$ cat src/rtl/pc_seq_pkg.sv
//==============================================================================
// Module : pc_seq_pkg
// Brief  : Shared types, constants and PC helper for the pc_sequencer slice.
//          Build option: PC_SEQ_STACK_CIRCULAR_EN selects a circular return stack.
// Rev    : 1.0  initial release
//==============================================================================
`default_nettype none

package pc_seq_pkg;

  typedef enum logic [1:0] {
    STK_NONE = 2'd0,
    STK_PUSH = 2'd1,
    STK_POP  = 2'd2
  } stack_op_t;

  localparam int   PC_RESET_VAL = 0;
  localparam logic PHASE_FETCH  = 1'b0;

`ifdef PC_SEQ_STACK_CIRCULAR_EN
  localparam bit STACK_CIRCULAR = 1'b1;
`else
  localparam bit STACK_CIRCULAR = 1'b0;
`endif

  // Callers truncate to their own address width, which gives the modulo wrap.
  function automatic logic [31:0] next_pc(input logic [31:0] pc);
    return pc + 32'd1;
  endfunction

endpackage

`default_nettype wire

$ cat src/rtl/ret_stack.sv
//==============================================================================
// Module : ret_stack
// Brief  : DEPTH x WIDTH return-address LIFO with occupancy and full/empty.
//          CIRCULAR (from PC_SEQ_STACK_CIRCULAR_EN) lets a full push overwrite the oldest entry.
// Rev    : 1.0  initial release
//==============================================================================
`default_nettype none

module ret_stack
  import pc_seq_pkg::*;
#(
  parameter int DEPTH    = 4,
  parameter int WIDTH    = 12,
  parameter bit CIRCULAR = 1'b0,
  localparam int PTR_W   = $clog2(DEPTH),
  localparam int SP_W    = PTR_W + 1
) (
  input  logic             clk,
  input  logic             reset,
  input  stack_op_t        op,
  input  logic [WIDTH-1:0] push_data,
  output logic [WIDTH-1:0] top,
  output logic [SP_W-1:0]  sp,
  output logic             full,
  output logic             empty
);

  logic [WIDTH-1:0] r_mem [DEPTH];
  logic [PTR_W-1:0] r_ptr;
  logic [SP_W-1:0]  r_sp;
  logic             w_full;
  logic             w_empty;
  logic             w_push;
  logic             w_pop;

  assign w_full  = (r_sp == SP_W'(DEPTH));
  assign w_empty = (r_sp == '0);
  assign w_push  = (op == STK_PUSH) && (!w_full || CIRCULAR);
  assign w_pop   = (op == STK_POP) && !w_empty;

  // r_ptr is the next free slot; once full it also addresses the oldest entry.
  always_ff @(posedge clk or negedge reset) begin
    if (!reset) begin
      r_ptr <= '0;
      r_sp  <= '0;
    end else if (w_push) begin
      r_ptr <= r_ptr + PTR_W'(1);
      if (!w_full) r_sp <= r_sp + SP_W'(1);
    end else if (w_pop) begin
      r_ptr <= r_ptr - PTR_W'(1);
      r_sp  <= r_sp - SP_W'(1);
    end
  end

  always_ff @(posedge clk) begin
    if (w_push) r_mem[r_ptr] <= push_data;
  end

  assign top   = r_mem[r_ptr - PTR_W'(1)];
  assign sp    = r_sp;
  assign full  = w_full;
  assign empty = w_empty;

endmodule

`default_nettype wire

$ cat src/rtl/pc_sequencer.sv
//==============================================================================
// Module : pc_sequencer
// Brief  : Program counter, fetch/execute phase, fetch register and CALL/RET stack.
//          Build option: PC_SEQ_STACK_CIRCULAR_EN (circular return stack, no overflow error).
// Rev    : 1.0  initial release
//==============================================================================
`default_nettype none

module pc_sequencer
  import pc_seq_pkg::*;
#(
  parameter int ADDR_W      = 12,
  parameter int BYTE_W      = 8,
  parameter int OPC_W       = 4,
  parameter int STACK_DEPTH = 4,
  localparam int SP_W       = $clog2(STACK_DEPTH) + 1
) (
  input  logic                    clk,
  input  logic                    reset,
  input  logic [BYTE_W-1:0]       program_byte,
  input  logic                    inc_pc,
  input  logic                    load_pc,
  input  logic                    call,
  input  logic                    ret,
  input  logic [ADDR_W-1:0]       load_addr,
  input  logic                    stall,
  input  logic                    err_clr,
  output logic [ADDR_W-1:0]       rom_addr,
  output logic                    phase,
  output logic [OPC_W-1:0]        instr,
  output logic [BYTE_W-OPC_W-1:0] oprnd,
  output logic [SP_W-1:0]         sp,
  output logic                    stack_full,
  output logic                    stack_empty,
  output logic                    stack_err
);

  logic [ADDR_W-1:0]       r_pc;
  logic                    r_phase;
  logic [OPC_W-1:0]        r_instr;
  logic [BYTE_W-OPC_W-1:0] r_oprnd;
  logic                    r_err;

  logic [ADDR_W-1:0]       w_pc_inc;
  logic [ADDR_W-1:0]       w_pc_next;
  logic [ADDR_W-1:0]       w_stk_top;
  stack_op_t               w_stk_op;
  logic                    w_err_set;
  logic                    w_full;
  logic                    w_empty;

  assign w_pc_inc = ADDR_W'(next_pc(32'(r_pc)));

  always_comb begin
    w_pc_next = r_pc;
    w_stk_op  = STK_NONE;
    w_err_set = 1'b0;
    if (call && ret) begin
      // Conflicting stack request: stack untouched, PC falls to jump/increment.
      w_err_set = 1'b1;
      if (load_pc)     w_pc_next = load_addr;
      else if (inc_pc) w_pc_next = w_pc_inc;
    end else if (ret) begin
      if (w_empty) begin
        w_pc_next = w_pc_inc;
        w_err_set = 1'b1;
      end else begin
        w_pc_next = w_stk_top;
        w_stk_op  = STK_POP;
      end
    end else if (call) begin
      w_pc_next = load_addr;
      if (w_full && !STACK_CIRCULAR) w_err_set = 1'b1;
      else                           w_stk_op  = STK_PUSH;
    end else if (load_pc) begin
      w_pc_next = load_addr;
    end else if (inc_pc) begin
      w_pc_next = w_pc_inc;
    end
    if (stall) begin
      w_pc_next = r_pc;
      w_stk_op  = STK_NONE;
      w_err_set = 1'b0;
    end
  end

  always_ff @(posedge clk or negedge reset) begin
    if (!reset) begin
      r_pc    <= ADDR_W'(PC_RESET_VAL);
      r_phase <= PHASE_FETCH;
      r_instr <= '0;
      r_oprnd <= '0;
      r_err   <= 1'b0;
    end else begin
      r_pc  <= w_pc_next;
      r_err <= w_err_set | (r_err & ~err_clr);
      if (!stall) begin
        r_phase <= ~r_phase;
        if (r_phase == PHASE_FETCH) begin
          r_instr <= program_byte[BYTE_W-1 -: OPC_W];
          r_oprnd <= program_byte[BYTE_W-OPC_W-1:0];
        end
      end
    end
  end

  ret_stack #(
    .DEPTH    (STACK_DEPTH),
    .WIDTH    (ADDR_W),
    .CIRCULAR (STACK_CIRCULAR)
  ) u_ret_stack (
    .clk       (clk),
    .reset     (reset),
    .op        (w_stk_op),
    .push_data (w_pc_inc),
    .top       (w_stk_top),
    .sp        (sp),
    .full      (w_full),
    .empty     (w_empty)
  );

  assign rom_addr    = r_pc;
  assign phase       = r_phase;
  assign instr       = r_instr;
  assign oprnd       = r_oprnd;
  assign stack_full  = w_full;
  assign stack_empty = w_empty;
  assign stack_err   = r_err;

endmodule

`default_nettype wire
$ cat config.mk
export PLATFORM = sky130hd
export DESIGN_NAME = pc_sequencer
export DESIGN_NICKNAME = d
export VERILOG_FILES = /design/src/rtl/pc_seq_pkg.sv /design/src/rtl/ret_stack.sv /design/src/rtl/pc_sequencer.sv
export SDC_FILE = /design/constraint.sdc
export NUM_CORES = 1
export LEC_CHECK = 0
export ABC_AREA = 0
export CAP_MARGIN = 5
export CORE_ASPECT_RATIO = 1.1
export CORE_UTILIZATION = 30
export DETAILED_ROUTE_END_ITERATION = 16
export PLACE_DENSITY = 0.59
export SLEW_MARGIN = 5
export SYNTH_ARGS = -nofsm -noshare
export SYNTH_HDL_FRONTEND = slang
export SYNTH_SLANG_ARGS = --single-unit
$ cat constraint.sdc
create_clock -name clk -period 7.7 [get_ports clk]
set_clock_uncertainty 0.2 [all_clocks]
set_input_delay 1.54 -clock clk [delete_from_list [all_inputs] [get_ports clk]]
set_output_delay 1.54 -clock clk [all_outputs]
set_load 0.01 [all_outputs]
==> results of run 1 <==
cells by family (layout without fill, tap and decap cells):
logic type	Yosys count	after routing	share of synthesized area
AO/OA/AOI/OAI	57	57	0.1031
adder cells (fa/ha/maj)	6	6	0.02216
XOR/XNOR	21	21	0.04936
AND/OR/NAND/NOR	77	77	0.1101
buffers and inverters	30	84	0.03358
multiplexers	26	26	0.1135
flip-flops	75	75	0.5682
per-stage QoR:
stage	hold WS [ps]	cells
floorplan	316.6	292
global placement	283.4	484
detailed placement	281.2	484
CTS	290.7	500
global route	324.6	500
finish	286.9	500
power breakdown:
part           total [mW]  switching (mW)  internal [mW]
combinational       0.591           0.291          0.300
sequential          0.628          0.0990          0.529
clock               0.399           0.176          0.223
area by class of cell:
type	count	area, µm²	share of cell area
tap	154	192.7	0.04120
sequential	75	2117	0.4526
inverter	12	45.04	0.009631
multi-input combinational	187	1484	0.3173
clock buffer	9	225.2	0.04815
timing repair buffer	56	555.5	0.1188
clock inverter	7	57.56	0.01231
worst paths after layout:
check / cells past startpoint / endpoint / start / slack (ps)
min in group asynchronous: 2 / instr[0] / reset / 1400
max: 3 / stack_empty / u_ret_stack.sp[0] / 3430
min reg2reg: 1 / phase / phase / 290
max in group asynchronous: 2 / phase / reset / 5620
max reg2reg: 6 / rom_addr[8] / u_ret_stack.r_ptr[0] / 4490
min: 1 / phase / phase / 290
state kept, by name, indices dropped and copies added, names as in the netlist:
name,cells
phase,1
u_ret_stack.r_ptr,2
stack_err,1
oprnd,4
instr,4
u_ret_stack.r_mem,48
rom_addr,12
u_ret_stack.sp,3
synth_stat cells, drive strengths merged (2+ instances only):
library cell,instances,area (µm²)
buf,8,42.54
and2,4,25.02
and3,2,17.52
a221oi,2,17.52
xnor2,17,148.9
nor2,15,56.30
nand2,16,60.06
nor4,2,12.51
nor3,4,20.02
nor3b,2,15.01
nand3,10,62.56
a31o,2,17.52
mux2i,4,40.04
o221ai,5,43.79
nand2b,8,50.05
ha,5,62.56
nor2b,3,18.77
a31oi,3,18.77
o21ai,10,50.05
a41oi,2,17.52
xor2,4,35.03
a21oi,13,65.06
nand4,8,50.05
mux4,12,270.3
mux2,10,112.6
o211ai,4,30.03
clkbuf,10,37.54
edfxtp,48,1441
dfrtp,27,675.7
o22ai,4,25.02
inv,12,45.04
a22oi,2,15.01
a32oi,2,17.52
routing by layer:
metal | global-route usage | vias up | wire length, µm
met5 | 0 | - | 0
met3 | 0.03667 | 11 | 721
met1 | 0.2261 | 1305 | 4136
li1 | - | 1215 | -
met4 | 0.03970 | 0 | 110
met2 | 0.2588 | 138 | 4774
==> out/qor.csv, run 1 <==
stage;metric;value;unit
timing;max_slew.worst_pin.slew;1005;ps
global_routing;grt_pass1_wl;15580;µm
run;maxCapViolCount;0;
floorplan;core_area;12090;µm²
setup_path;crit_path_end_kind;primary output;
global_routing;grt_max_degree;29;
floorplan;start_util;0.3083;
global_routing;grt_usage;0.1633;
logic_synthesis;synth_cells;292;
routing;routedWlPerCell;19.49;µm
clock_tree;path_clk_slew;60;ps
place;gp_congestion;0.8728;
power;power;1.617;mW
layout;fin_area;4677;µm²
logic_synthesis;synth_edf_count;48;
power;p_leak;1.624;nW
timing;maxSlewHeadroom;0.3274;
logic_synthesis;yosysWarnings;0;
timing;fin_crit_sh;0.5543;
layout;synthToLayoutAreaGrowth;25.52;%
setup_path;critPathBufInv;2;
clock_tree;cts_resized;0;
setup_path;arrival;2530;ps
routing;via_count;2669;
min_path;worst_hold_path_type;reg -> reg;
logic_synthesis;yosys_register_bits;75;
setup_path;cpMaxStageDelayCell;or3_1;
logic_synthesis;syn_area;3726;µm²
logic_synthesis;ys.flop_type;edfxtp_1;
timing;maxClockFrequency;234.3;MHz
clock_tree;post_cts_buffers;0;
setup_path;worst-setup-path-type;reg -> out;
routing;firstDrtPassIters;4;
floorplan;pin_count;55;
clock_tree;cts-buffers-inserted;9;
clock_tree;cts-root-buf;clkbuf_16;
power;max-vdd-ir-drop;0.1425;mV
layout;final_core_utilization;0.3870;
status;outcome;finished, final reports clean;
floorplan;fp.dieH;118.9;µm
routing;ant_nets;0;
clock_tree;cts_hold_buf;0;
routing;drcViolationCount;0;
routing;drtIter0Drc;223;
logic_synthesis;synth_cell_types;49;
place;dp_hpwl;6920;µm
logic_synthesis;syn-num-nets;326;
clock_tree;cts_tree;built;
timing;setup_tns;0;ps
clock_tree;clk_path_buf_depth;2;
layout;nets;375;
timing;worst_slack;3432;ps
global_routing;antenna_found_initial;0;
clock_tree;clk-insertion-delay-late;330;ps
floorplan;die_w;108.3;µm
clock_tree;clock_sinks;75;
logic_synthesis;syn_area_per_cell;12.76;µm²
timing;finalHoldViolations;0;
place;pre_cts_ws;3464;ps
setup_path;required;5960;ps
setup_path;path_delay_family;buffers and inverters;
timing;setup_viol;0;
floorplan;die-area;12870;µm²
layout;drive_gt1_frac;0.1243;
routing;drt_wl_total;9743;µm
setup_path;path_max_fanout;15;
timing;min_period;4268;ps
global_routing;grt_pass1_vias;2649;
setup_path;setup.worst_path.start_class;register;
layout;fillers;1164;
layout;final_cell_mix;54 x clkdlybuf4s50_1, 48 x edfxtp_1, 27 x dfrtp_1;
layout;final_common_cell;clkdlybuf4s50_1;
floorplan;rows;42;
layout;insertedDiodeCount;0;
logic_synthesis;ys_async_sr_fraction;0.3600;
global_routing;grt-ovfl-total;0;
power;power_density;345.8;nW/µm²
place;post_dp_cell_area;4394;µm²
logic_synthesis;ys_seq_area_frac;0.5682;
routing;avgViaCountPerCell;5.338;
setup_path;path_cells;or3_1 > inv_1 > clkdlybuf4s50_1;
timing;slew_viol_final;0;
timing;rsz0062_at_grt;no;
setup_path;cpPeakStageDelay;660;ps
place;port_buffers;54;
clock_tree;cts-htree-levels;3;
No activity file was read; power rests on OpenSTA's default activity.
==> run 2, diff against run 1 <==
Clock period 7.7 ns to 4.3 ns, I/O delays scaled along.
==> out/qor.csv, run 2 (synthesized netlist as in run 1, its figures left out) <==
stage;metric;value;unit
routing;routedWlPerCell;20.22;µm
global_routing;grt-ovfl-total;0;
setup_path;startpoint;call;
timing;maxClockFrequency;300.1;MHz
clock_tree;cts-root-buf;clkbuf_16;
layout;multiInputGateArea;1484;µm²
clock_tree;clk-insertion-delay-late;340;ps
floorplan;rows;42;
setup_path;r2r-end;rom_addr[8];
layout;nets;380;
layout;final_cell_mix;54 x clkdlybuf4s50_1, 48 x edfxtp_1, 27 x dfrtp_1;
place;port_buffers;54;
clock_tree;clock_sinks;75;
floorplan;pin_count;55;
setup_path;required;4060;ps
clock_tree;clk_path_buf_depth;2;
routing;avgViaCountPerCell;5.411;
routing;ant_nets;0;
setup_path;crit_end;u_ret_stack.r_mem[1][10];
clock_tree;cts_resized;0;
routing;via_count;2727;
clock_tree;cts-buffers-inserted;9;
timing;max_slew.worst_pin.slew;916.6;ps
global_routing;grt_max_degree;28;
floorplan;fp.dieH;118.9;µm
global_routing;grt_usage;0.1656;
power;power_density;613.9;nW/µm²
clock_tree;post_cts_buffers;0;
place;post_dp_cell_area;4432;µm²
layout;synthToLayoutAreaGrowth;26.09;%
global_routing;grt_pass1_wl;15640;µm
global_routing;grt_pass1_vias;2683;
timing;setup_viol;0;
run;maxCapViolCount;0;
routing;firstDrtPassIters;4;
clock_tree;cts-htree-levels;3;
timing;setup_tns;0;ps
power;power;2.884;mW
setup_path;arrival;3100;ps
timing;min_period;3332;ps
timing;maxSlewHeadroom;0.3867;
clock_tree;cts_hold_buf;0;
floorplan;core_area;12090;µm²
layout;largest_register_ff_count;48;
power;max-vdd-ir-drop;0.2304;mV
power;p_leak;1.640;nW
layout;register_area;2117;µm²
clock_tree;cts_tree;built;
place;gp_congestion;0.8703;
floorplan;die_w;108.3;µm
min_path;worst_hold_path_type;reg -> reg;
place;dp_hpwl;7175;µm
floorplan;die-area;12870;µm²
setup_path;setup.worst_path.start_class;input port;
layout;insertedDiodeCount;0;
routing;drt_wl_total;10190;µm
timing;slew_viol_final;0;
setup_path;rr_startpoint;u_ret_stack.r_ptr[0];
setup_path;rrSetupSlack;1520;ps
setup_path;worst-setup-path-type;in -> reg;
routing;drcViolationCount;0;
layout;fin_area;4698;µm²
layout;final_common_cell;clkdlybuf4s50_1;
layout;regMostFlops;u_ret_stack.r_mem;
layout;drive_gt1_frac;0.1314;
global_routing;antenna_found_initial;0;
timing;fin_crit_sh;0.7748;
timing;finalHoldViolations;0;
setup_path;crit_path_end_kind;register;
timing;rsz0062_at_grt;no;
status;outcome;finished, final reports clean;
layout;fillers;1157;
routing;drtIter0Drc;237;
floorplan;start_util;0.3083;
setup_path;path_max_fanout;12;
setup_path;r2r_cells;7;
clock_tree;path_clk_slew;60;ps
run 2: changes by cell type in the layout (fill, tap and decap cells not counted):
| cell | before | now |
|---|---|---|
| inv_6 | 3 | 2 |
| inv_8 | 1 | 0 |
| clkinv_1 | 0 | 1 |
| buf_4 | 2 | 7 |
run 2: cell type report:
class	count	area share
clock buffers	9	0.04794
multi-input cells	187	0.3158
well taps	154	0.04101
inverters	12	0.009587
flip-flops and latches	75	0.4506
clock inverters	6	0.008788
repair buffers	61	0.1262
run 2: how the worst min path moves through the flow:
| stage | startpoint | to | slack, ps | cells after the start |
|---|---|---|---|---|
| 2_1_floorplan | phase | phase | 320 | 1 |
| 3_3_place_gp | phase | phase | 280 | 1 |
| 3_5_place_dp | phase | phase | 280 | 1 |
| 4_1_cts | phase | phase | 290 | 1 |
| 5_1_grt | phase | phase | 310 | 1 |
| 6_report | phase | phase | 290 | 1 |
run 2: power breakdown:
group / switching [mW] / internal (mW) / leakage, nW / total, mW
sequential: 0.140 / 0.947 / 0.750 / 1.09
combinational: 0.554 / 0.551 / 0.764 / 1.10
clock: 0.303 / 0.388 / 0.126 / 0.691
total: 0.997 / 1.89 / 1.64 / 2.88
run 2: critical path, stage by stage:
cell             delay [ps]
clkdlybuf4s50_1         570
nor2b_1                 570
nand2b_1                160
nor2_1                  300
and2_1                  630
run 2: metal layers:
metal / share of wire / GRT usage / up-vias
met5: 0 / 0 / -
met4: 0.022 / 0.04561 / 0
met3: 0.074 / 0.03996 / 23
met2: 0.48 / 0.2639 / 142
met1: 0.42 / 0.2240 / 1346
li1: - / - / 1216
run 2: stage by stage:
| step | utilization | worst slack [ps] | hold WS, ps | cells |
|---|---|---|---|---|
| after floorplan | - | 1730 | 316.6 | 292 |
| after CTS | 0.3887 | 952.6 | 294.2 | 504 |
| after global placement | 0.3667 | 774.5 | 283.5 | 489 |
| after detailed placement | 0.3667 | 618.6 | 282.0 | 489 |
| final | 0.3887 | 968.3 | 287.8 | 504 |
| after global routing | 0.3887 | 797.0 | 311.1 | 504 |
